$ cat src/rtl/shift_pkg.sv
// Shared types, constants and helpers for the shift arbiter slice.
package shift_pkg;

    localparam int XLEN    = 32;
    localparam int SHAMT_W = 5;

    // Operation encoding carried on req_op; OP_RSV behaves as a left shift.
    typedef enum logic [1:0] {
        OP_SLL = 2'b00,
        OP_SRL = 2'b01,
        OP_SRA = 2'b10,
        OP_RSV = 2'b11
    } shift_op_e;

    // Output register occupancy.
    typedef enum logic {
        ST_EMPTY = 1'b0,
        ST_FULL  = 1'b1
    } rsp_state_e;

    // Mirror a word end-for-end so a left shifter can perform right shifts.
    function automatic logic [XLEN-1:0] bit_rev32(input logic [XLEN-1:0] v);
        logic [XLEN-1:0] r;
        r = '0;
        for (int i = 0; i < XLEN; i++) begin
            r[i] = v[XLEN-1-i];
        end
        return r;
    endfunction

endpackage

$ cat src/rtl/shift_left.sv
// Logarithmic 32-bit left barrel shifter, zero fill, purely combinational.
module shift_left
    import shift_pkg::*;
(
    input  logic [XLEN-1:0]    data_i,
    input  logic [SHAMT_W-1:0] shamt_i,
    output logic [XLEN-1:0]    data_o
);

    // stg[k] holds the operand after the first k shift-amount bits are applied
    logic [SHAMT_W:0][XLEN-1:0] stg;

    assign stg[0] = data_i;

    for (genvar i = 0; i < SHAMT_W; i++) begin : g_stage
        assign stg[i+1] = shamt_i[i] ? (stg[i] << (1 << i)) : stg[i];
    end

    assign data_o = stg[SHAMT_W];

endmodule

$ cat src/rtl/shift_arbiter.sv
// Round-robin arbiter sharing one left barrel shifter between NUM_REQ
// requesters. Right shifts reuse the left shifter by bit reversal; the
// result sits in a one-entry output register with a valid/ready handshake.
module shift_arbiter
    import shift_pkg::*;
#(
    parameter int NUM_REQ = 2,
    parameter int ID_W    = 1
) (
    input  logic                       clk,
    input  logic                       rst,
    input  logic [NUM_REQ-1:0]         req_valid,
    output logic [NUM_REQ-1:0]         req_ready,
    input  logic [NUM_REQ*XLEN-1:0]    req_data,
    input  logic [NUM_REQ*SHAMT_W-1:0] req_shamt,
    input  logic [NUM_REQ*2-1:0]       req_op,
    output logic                       rsp_valid,
    input  logic                       rsp_ready,
    output logic [XLEN-1:0]            rsp_data,
    output logic [ID_W-1:0]            rsp_id
);

    rsp_state_e      state_q;
    logic [XLEN-1:0] rsp_data_q;
    logic [ID_W-1:0] rsp_id_q;
    logic [ID_W-1:0] rr_ptr_q, rr_ptr_d;

    logic            can_accept;
    logic            gnt_found;
    logic [ID_W-1:0] gnt_idx;
    logic            fire;

    assign rsp_valid  = (state_q == ST_FULL);
    assign rsp_data   = rsp_data_q;
    assign rsp_id     = rsp_id_q;
    assign can_accept = (state_q == ST_EMPTY) | (rsp_valid & rsp_ready);

    // Round-robin pick: first valid at or above rr_ptr, else first valid below it
    always_comb begin
        logic hi_found;
        logic lo_found;
        logic [ID_W-1:0] hi_idx;
        logic [ID_W-1:0] lo_idx;
        hi_found = 1'b0;
        lo_found = 1'b0;
        hi_idx   = '0;
        lo_idx   = '0;
        for (int i = 0; i < NUM_REQ; i++) begin
            if (req_valid[i] && (ID_W'(i) >= rr_ptr_q) && !hi_found) begin
                hi_found = 1'b1;
                hi_idx   = ID_W'(i);
            end
            if (req_valid[i] && !lo_found) begin
                lo_found = 1'b1;
                lo_idx   = ID_W'(i);
            end
        end
        gnt_found = hi_found | lo_found;
        gnt_idx   = hi_found ? hi_idx : lo_idx;
    end

    // One-hot accept toward the granted requester while the output slot can take data
    always_comb begin
        req_ready = '0;
        for (int i = 0; i < NUM_REQ; i++) begin
            if (gnt_found && can_accept && (gnt_idx == ID_W'(i))) begin
                req_ready[i] = 1'b1;
            end
        end
    end

    assign fire     = gnt_found & can_accept;
    assign rr_ptr_d = (gnt_idx == ID_W'(NUM_REQ - 1)) ? '0 : gnt_idx + 1'b1;

    // ------------------------------------------------------------------
    // Datapath: select the granted operand, then shift
    // ------------------------------------------------------------------
    logic [XLEN-1:0]    op_x;
    logic [SHAMT_W-1:0] op_s;
    shift_op_e          op_sel;
    logic               is_right;
    logic               sra_neg;
    logic [XLEN-1:0]    sh_in;
    logic [XLEN-1:0]    sh_out;
    logic [XLEN-1:0]    result;

    // Operand mux indexed by the current grant
    always_comb begin
        op_x   = '0;
        op_s   = '0;
        op_sel = OP_SLL;
        for (int i = 0; i < NUM_REQ; i++) begin
            if (gnt_idx == ID_W'(i)) begin
                op_x   = req_data[i*XLEN +: XLEN];
                op_s   = req_shamt[i*SHAMT_W +: SHAMT_W];
                op_sel = shift_op_e'(req_op[i*2 +: 2]);
            end
        end
    end

    // Right shifts run reversed; a negative SRA is done as an inverted SRL of the
    // inverted operand so the vacated bits fill with ones
    always_comb begin
        is_right = (op_sel == OP_SRL) || (op_sel == OP_SRA);
        sra_neg  = (op_sel == OP_SRA) && op_x[XLEN-1];
        if (!is_right) begin
            sh_in = op_x;
        end else if (sra_neg) begin
            sh_in = bit_rev32(~op_x);
        end else begin
            sh_in = bit_rev32(op_x);
        end
    end

    shift_left u_shift_left (
        .data_i  (sh_in),
        .shamt_i (op_s),
        .data_o  (sh_out)
    );

    // Undo the reversal (and inversion) on the way out
    always_comb begin
        if (!is_right) begin
            result = sh_out;
        end else if (sra_neg) begin
            result = ~bit_rev32(sh_out);
        end else begin
            result = bit_rev32(sh_out);
        end
    end

    // Output slot FSM: load on fire, drain on consumer accept, hold otherwise
    always_ff @(posedge clk) begin
        if (rst) begin
            state_q    <= ST_EMPTY;
            rsp_data_q <= '0;
            rsp_id_q   <= '0;
            rr_ptr_q   <= '0;
        end else begin
            case (state_q)
                ST_EMPTY: begin
                    if (fire) begin
                        state_q    <= ST_FULL;
                        rsp_data_q <= result;
                        rsp_id_q   <= gnt_idx;
                        rr_ptr_q   <= rr_ptr_d;
                    end
                end
                ST_FULL: begin
                    if (fire) begin
                        rsp_data_q <= result;
                        rsp_id_q   <= gnt_idx;
                        rr_ptr_q   <= rr_ptr_d;
                    end else if (rsp_ready) begin
                        state_q <= ST_EMPTY;
                    end
                end
                default: state_q <= ST_EMPTY;
            endcase
        end
    end

endmodule

$ cat config.mk
export PLATFORM = sky130hd
export DESIGN_NAME = shift_arbiter
export DESIGN_NICKNAME = d
export VERILOG_FILES = /design/src/rtl/shift_pkg.sv /design/src/rtl/shift_left.sv /design/src/rtl/shift_arbiter.sv
export SDC_FILE = /design/constraint.sdc
export NUM_CORES = 1
export LEC_CHECK = 0
export CAP_MARGIN = 20
export CORE_MARGIN = 3
export CORE_UTILIZATION = 30
export DETAILED_ROUTE_END_ITERATION = 6
export GPL_ROUTABILITY_DRIVEN = 0
export PLACE_DENSITY = 0.63
export SLEW_MARGIN = 0
export SYNTH_ARGS = -nofsm -noshare
export SYNTH_HDL_FRONTEND = slang
export SYNTH_SLANG_ARGS = --single-unit
$ cat constraint.sdc
create_clock -name clk -period 12.3 [get_ports clk]
set_input_delay 2.46 -clock clk [delete_from_list [all_inputs] [get_ports clk]]
set_output_delay 2.46 -clock clk [all_outputs]
set_load 0.02 [all_outputs]
# --- Word-level counts from Yosys, hierarchy flattened ---
# Index checks and enable logic that the tools add are counted.
classes:
  eq_ne: 2
  n_mul: 0
  add_sub_neg: 1
  shifts: 0
  n_div: 0
  muxes: 29
  magnitude_cmp: 2
  n_reduce_logical: 11
  bitwise: 8
ops:
  columns: ["op", "count"]
  rows:
  - ["$mux W32", 11]
  - ["$not A32 Y32", 2]
  - ["$mux W1", 15]
  - ["$logic_and A1 B1 Y1", 8]
  - ["$mux W5", 1]
  - ["$and A1 B1 Y1", 2]
  - ["$eq A2 B1 Y1 const B", 1]
  - ["$eq A2 B2 Y1 const B", 1]
  - ["$ge A1 B1 Y1 const A", 2]
  - ["$logic_not A1 Y1", 2]
  - ["$mux W2", 1]
  - ["$not A1 Y1", 2]
  - ["$or A1 B1 Y1", 2]
  - ["$pmux W1 S2", 1]
  - ["$add A1 B1 Y1 const B", 1]
  - ["$logic_or A1 B1 Y1", 1]
totals:
  regBits: 35
  inputBits: 83
  mem_bits_ro: 0
  n_memories: 0
  word_cells: 57
  mem_bits_rw: 0
  latch_bits: 0
  out_inout_bits: 36

# --- Logic depth before layout (Yosys ltp) ---
logic_depth:
  word_depth: 21
  mapped_depth: 20
  depth_no_buf: 14

# --- By module ---
# Synthesis repeated with hierarchy kept, for this count alone.
unflattened:
  cells_unflattened: 568
  hier_area_um2: 5376.4
by_module_without_submodules:
  columns: ["mod", "instances", "cells_per_inst", "seq_area_each_um2", "area_each_um2"]
  rows:
  - ["shift_arbiter", 1, 385, 700.7, 3602.2]
  - ["shift_left", 1, 183, 0.0, 1774.2]

# --- Worst setup path before layout ---
# Ideal clock, no wire load.
synth_timing:
  path_type: "input-to-output"
  start: "in req_valid[1]"
  end: "out req_ready[1]"
  arrival_time_ns: 3.738
  t_required_ns: 9.840
  path_stages: 6
  n_path_buf: 4
  setup_slack_ns: 6.102
  cell_sequence: "buf_4 buf_2 buf_2 o21ai_1 clkbuf_1 nor2_1"
synth_via:
  elab_chain_cells: 7
  word_cells_on_any_way: 12
  classes_between: "mux: 6; bitwise: 1; reduce/logical: 5"
synth_rtl:
  columns: ["item", "line_no", "text"]
  rows:
  - ["from (decl)", "shift_arbiter.sv:12", "input logic [NUM_REQ-1:0] req_valid,"]
  - ["$logic_and A1 B1 Y1 (2 in series)", "shift_arbiter.sv:49", "if (req_valid[i] && (ID_W'(i) >= rr_ptr_q) && !hi_found) begin"]
  - ["$mux W1", "shift_arbiter.sv:49", null]
  - ["$or A1 B1 Y1", "shift_arbiter.sv:58", "gnt_found = hi_found | lo_found;"]
  - ["$logic_and A1 B1 Y1", "shift_arbiter.sv:66", "if (gnt_found && can_accept && (gnt_idx == ID_W'(i))) begin"]
  - ["$logic_and A1 B1 Y1 (*)", "shift_arbiter.sv:66", null]
  - ["$mux W1 (*)", "shift_arbiter.sv:66", null]
  - ["to (decl)", "shift_arbiter.sv:13", "output logic [NUM_REQ-1:0] req_ready,"]
# Every way passes the cells marked *; elsewhere a longest branch is shown, timed or not.

# --- Worst setup path in the final report ---
layout_timing:
  start: "in req_valid[0]"
  end: "reg rsp_data_q[11], in the netlist rsp_data[11]"
layout_via:
  elab_chain_cells: 20
  word_cells_on_any_way: 33
  classes_between: "eq/ne: 2; mux: 20; bitwise: 4; reduce/logical: 7"
layout_rtl:
  columns: ["item", "line_no", "text"]
  rows:
  - ["$logic_and A1 B1 Y1", "shift_arbiter.sv:49", null]
  - ["$mux W1", "shift_arbiter.sv:49", null]
  - ["$logic_not A1 Y1", "shift_arbiter.sv:49", null]
  - ["$logic_and A1 B1 Y1", "shift_arbiter.sv:49", null]
  - ["$mux W1", "shift_arbiter.sv:49", null]
  - ["$mux W1", "shift_arbiter.sv:59", "gnt_idx = hi_found ? hi_idx : lo_idx;"]
  - ["$mux W2", "shift_arbiter.sv:93", "if (gnt_idx == ID_W'(i)) begin"]
  - ["$eq A2 B2 Y1", "shift_arbiter.sv:104, shift_arbiter.sv:105", null]
  - ["$logic_and A1 B1 Y1", "shift_arbiter.sv:105", "sra_neg = (op_sel == OP_SRA) && op_x[XLEN-1];"]
  - ["$mux W32", "shift_arbiter.sv:108", "end else if (sra_neg) begin"]
  - ["$mux W32", "shift_arbiter.sv:106", "if (!is_right) begin"]
  - ["$mux W32 (5 in series)", "shift_left.sv:16", "assign stg[i+1] = shamt_i[i] ? (stg[i] << (1 << i)) : stg[i];"]
  - ["$not A32 Y32", "shift_arbiter.sv:126", "result = ~bit_rev32(sh_out);"]
  - ["$mux W32", "shift_arbiter.sv:125", "end else if (sra_neg) begin"]
  - ["$mux W32", "shift_arbiter.sv:123", "if (!is_right) begin"]
  - ["$mux W32", "shift_arbiter.sv:142, shift_arbiter.sv:150", null]
  - ["to (signal assigned)", "shift_arbiter.sv:144", "rsp_data_q <= result;"]
  - ["to (signal assigned)", "shift_arbiter.sv:151", "rsp_data_q <= result;"]
  - ["to (decl)", "shift_arbiter.sv:24", "logic [XLEN-1:0] rsp_data_q;"]
# Several ways; a longest one is shown, not always the timed one. The select of a mux whose other input is x is not followed.
# A chain may end at the register's enable or synchronous reset.

==> summary.txt <==
Outcome: completed
Rel. slew slack: 37.5%
Buf/Inv on CP: 4
Actual slew at the worst max-slew pin: 0.936 ns
Sw frac: 49.7%
# rows: 52
Hold Crit Class: flop to flop
Ys flop type: dfxtp_1
Total power: 832 uW
Vias in the first global route: 7,326
PwrDens: 109 mW/mm^2
Clock transition at path regs: 0.06 ns
Die Y: 150 um
Area grow syn2layout: 23.0%
Synth unique cells: 84
Async SR Flop Fraction: 0%
Final Hold Viols: 0
CP Capture Type: flop
Clock Skew: 0.00457 ns
Post-CTS Hold Buffers: 0
Die area: 0.0225 sq mm
Synth Warn #: 0
Synthesized Nets: 953
DPL Wire Length: 20.7 mm
P_int: 418 uW
Worst skew pair latency: 0.28 ns
Combinational fraction of design power: 67.3%
Hold wc startpoint: rsp_data[18]$_SDFFE_PP0P_
Worst path slowest cell: o32ai_1
Root Buffer: clkbuf_16
Sequential area share after synthesis: 11.3%
Gr ovfl total: 0
Antenna violations before repair: 0
Share of layout cells above drive strength 1: 8.09%
First-pass iteration count of the detailed router: 7
Worst Setup Start Kind: input pin
Flop-to-flop setup slack: 6.50 ns
First-pass GRT wire length: 42.3 mm
Part of the power in registers: 17.2%
WL per Instance: 22.9 um
Clock power share: 15.5%
Fin Hold WS: 0.473 ns
I/O Buffers: 118
Psw: 413 uW
Initial DRC count: 1,395
R2R depth: 15
Total Wirelength: 27.8 mm
CTS buffer count: 5
Period utilisation layout: 65.7%
WS Path Type: input pin to flop
Clock tree sinks: 35
Post-detailed-route count of antenna-violating nets: 0
Max Fclk: 0.124 GHz
Post-Syn Instances: 869
Post-CTS Setup Repair Bufs: 0
Filler Cell Count: 2,156
Longest Clk Path Bufs: 2
Tot GR Track Use: 23.6%
Routed via count: 8,060
# diodes: 0
CTS tree: done
Total core area: 0.0203 sq mm
H-tree depth: 2
R2R Path End: rsp_data[11]$_SDFFE_PP0P_
Starting Density: 30.7%
Cts repair resizes: 0
Dpl cells: 1,203
Die span in x: 150 um
Mean Syn Cell Area: 7.16 sq um
Setup TNS: 0 ns
Leakage Power: 0.00260 uW
MaxCap Viol Count: 0
Post-synth EDFFs: 0
Final setup violation count: 0
DR vias/cell: 6.66
Worst Hold Depth: 1
Most frequent CP cell: buf_4
Crit-path cells: clkdlybuf4s50_1, nand2b_1, buf_4, nand2_1, mux2i_1, ha_2, buf_4, inv_2, o21ai_4, o22ai_1, o32ai_1, mux2_2, nor2_1, o311ai_1, a2111oi_0, or3_1
Max incr delay on CP: 0.70 ns
#FFs+latches synth: 35
Cell Area, Synth: 0.00622 sq mm
Final worst path period need: 8.08 ns
RSZ-0062 raised after global routing: false
Worst EP arrival: 8.25 ns
Non-Filler Instances: 1,210
IO Pins: 119
Drt drc: 0
Max FO, Critical Path: 68
Slew Viols, Final: 0
Largest net degree at the start of global routing: 69
Cell family with most CP delay: compound AO/OA/AOI/OAI gates
Min-Delay Endpoint: rsp_data[18]$_SDFFE_PP0P_
Worst path required time: 12.46 ns
Layout Nets: 1,024
Peak VDD IR: 68.7 uV
R2R Path Start: rr_ptr_q$_SDFFE_PP0P_
routing by layer:
layer / track usage (%) / share of wire [%]
met5: 0 / 0
met4: 9.15 / 4.4
met3: 4.30 / 11
met2: 36.8 / 45
met1: 32.3 / 40
synthesized netlist by cell type, drive strengths merged (17+ instances only):
cell | number | share of area, %
a211oi | 22 | 3.1
a21oi | 45 | 3.6
a31oi | 22 | 2.2
and2 | 17 | 1.7
buf | 52 | 5.1
clkbuf | 22 | 1.3
dfxtp | 35 | 11
mux2i | 22 | 3.5
nand2 | 101 | 6.1
nand3 | 46 | 3.9
nand4 | 19 | 1.9
nor2 | 62 | 3.9
nor3 | 33 | 2.7
o211ai | 18 | 2.3
o21ai | 36 | 3.2
o22a | 24 | 3.4
xnor2 | 36 | 5.1
xor2 | 24 | 3.4
final cells by class:
type	count	area, sq um	share of cell area, %
clock buffers	6	139	1.81
clock inverters	1	5.00	0.0654
inverters	6	22.5	0.294
multi-input cells	754	5120	66.8
flip-flops and latches	35	701	9.15
well taps	270	338	4.41
repair buffers	138	1340	17.4
cells by family (layout without fill, tap and decap cells):
logic type      count (synthesis)  count (layout)  synth area share [%]
compound gates                340             340                  42.0
xor+xnor                       60              60                  8.45
fa+ha+maj                       1               1                 0.201
buf+inv                        80             151                  6.76
flops                          35              35                  11.3
mux                            35              35                  6.80
simple gates                  318             318                  24.5
registers in the layout (all words and copies together), names as in the netlist:
register	cells
rr_ptr_q	1
rsp_data	32
rsp_id	1
rsp_valid	1
power groups by stage:
stage,registers [uW],logic (uW),clock network [uW]
4_1_cts,143,542,129
3_3_place_gp,145,539,0
6_report,143,560,129
3_5_place_dp,146,540,0
2_1_floorplan,162,339,0
5_1_grt,145,591,133
worst max path at each step:
stage	from	slack, ns	endpoint	depth (start not counted)
6_report	req_valid[0]	4.22	rsp_data[11]$_SDFFE_PP0P_	16
5_1_grt	req_valid[0]	3.89	rsp_data[11]$_SDFFE_PP0P_	16
4_1_cts	req_valid[0]	4.42	rsp_data[11]$_SDFFE_PP0P_	16
3_5_place_dp	req_valid[0]	4.13	rsp_data[11]$_SDFFE_PP0P_	16
3_3_place_gp	req_valid[0]	4.25	rsp_data[11]$_SDFFE_PP0P_	17
2_1_floorplan	req_valid[1]	6.10	req_ready[1]	6
cells in the final DEF, fill, tap and decap left out, types with 27 or more instances in the layout:
| master | count |
|---|---|
| o21ai_0 | 27 |
| nand2_1 | 100 |
| clkdlybuf4s50_1 | 118 |
| nor2_1 | 58 |
| xnor2_1 | 36 |
| nand3_1 | 45 |
| dfxtp_1 | 35 |
| nor3_1 | 33 |
| a21oi_1 | 45 |
worst register-to-register path, stage by stage (launching register included):
cell and delay [ns]:
dfxtp_1 0.36, nand2b_1 0.11, buf_4 0.39, nand2_1 0.67, mux2i_1 0.29, ha_2 0.36, buf_4 0.53, inv_2 0.39
o21ai_4 0.40, o22ai_1 0.21, o32ai_1 0.70, mux2_2 0.33, nor2_1 0.05, o311ai_1 0.37, a2111oi_0 0.19, or3_1 0.33
through the flow:
stage / utilization (%) / setup slack (ns) / instance area [sq um]
after floorplan: - / 6.10 / 6220
after global placement: 37.0 / 4.25 / 7500
after detailed placement: 37.0 / 4.13 / 7510
after CTS: 37.7 / 4.42 / 7660
after global routing: 37.7 / 3.89 / 7660
final: 37.7 / 4.22 / 7660
Note: power is estimated with default switching activity, not from simulation.
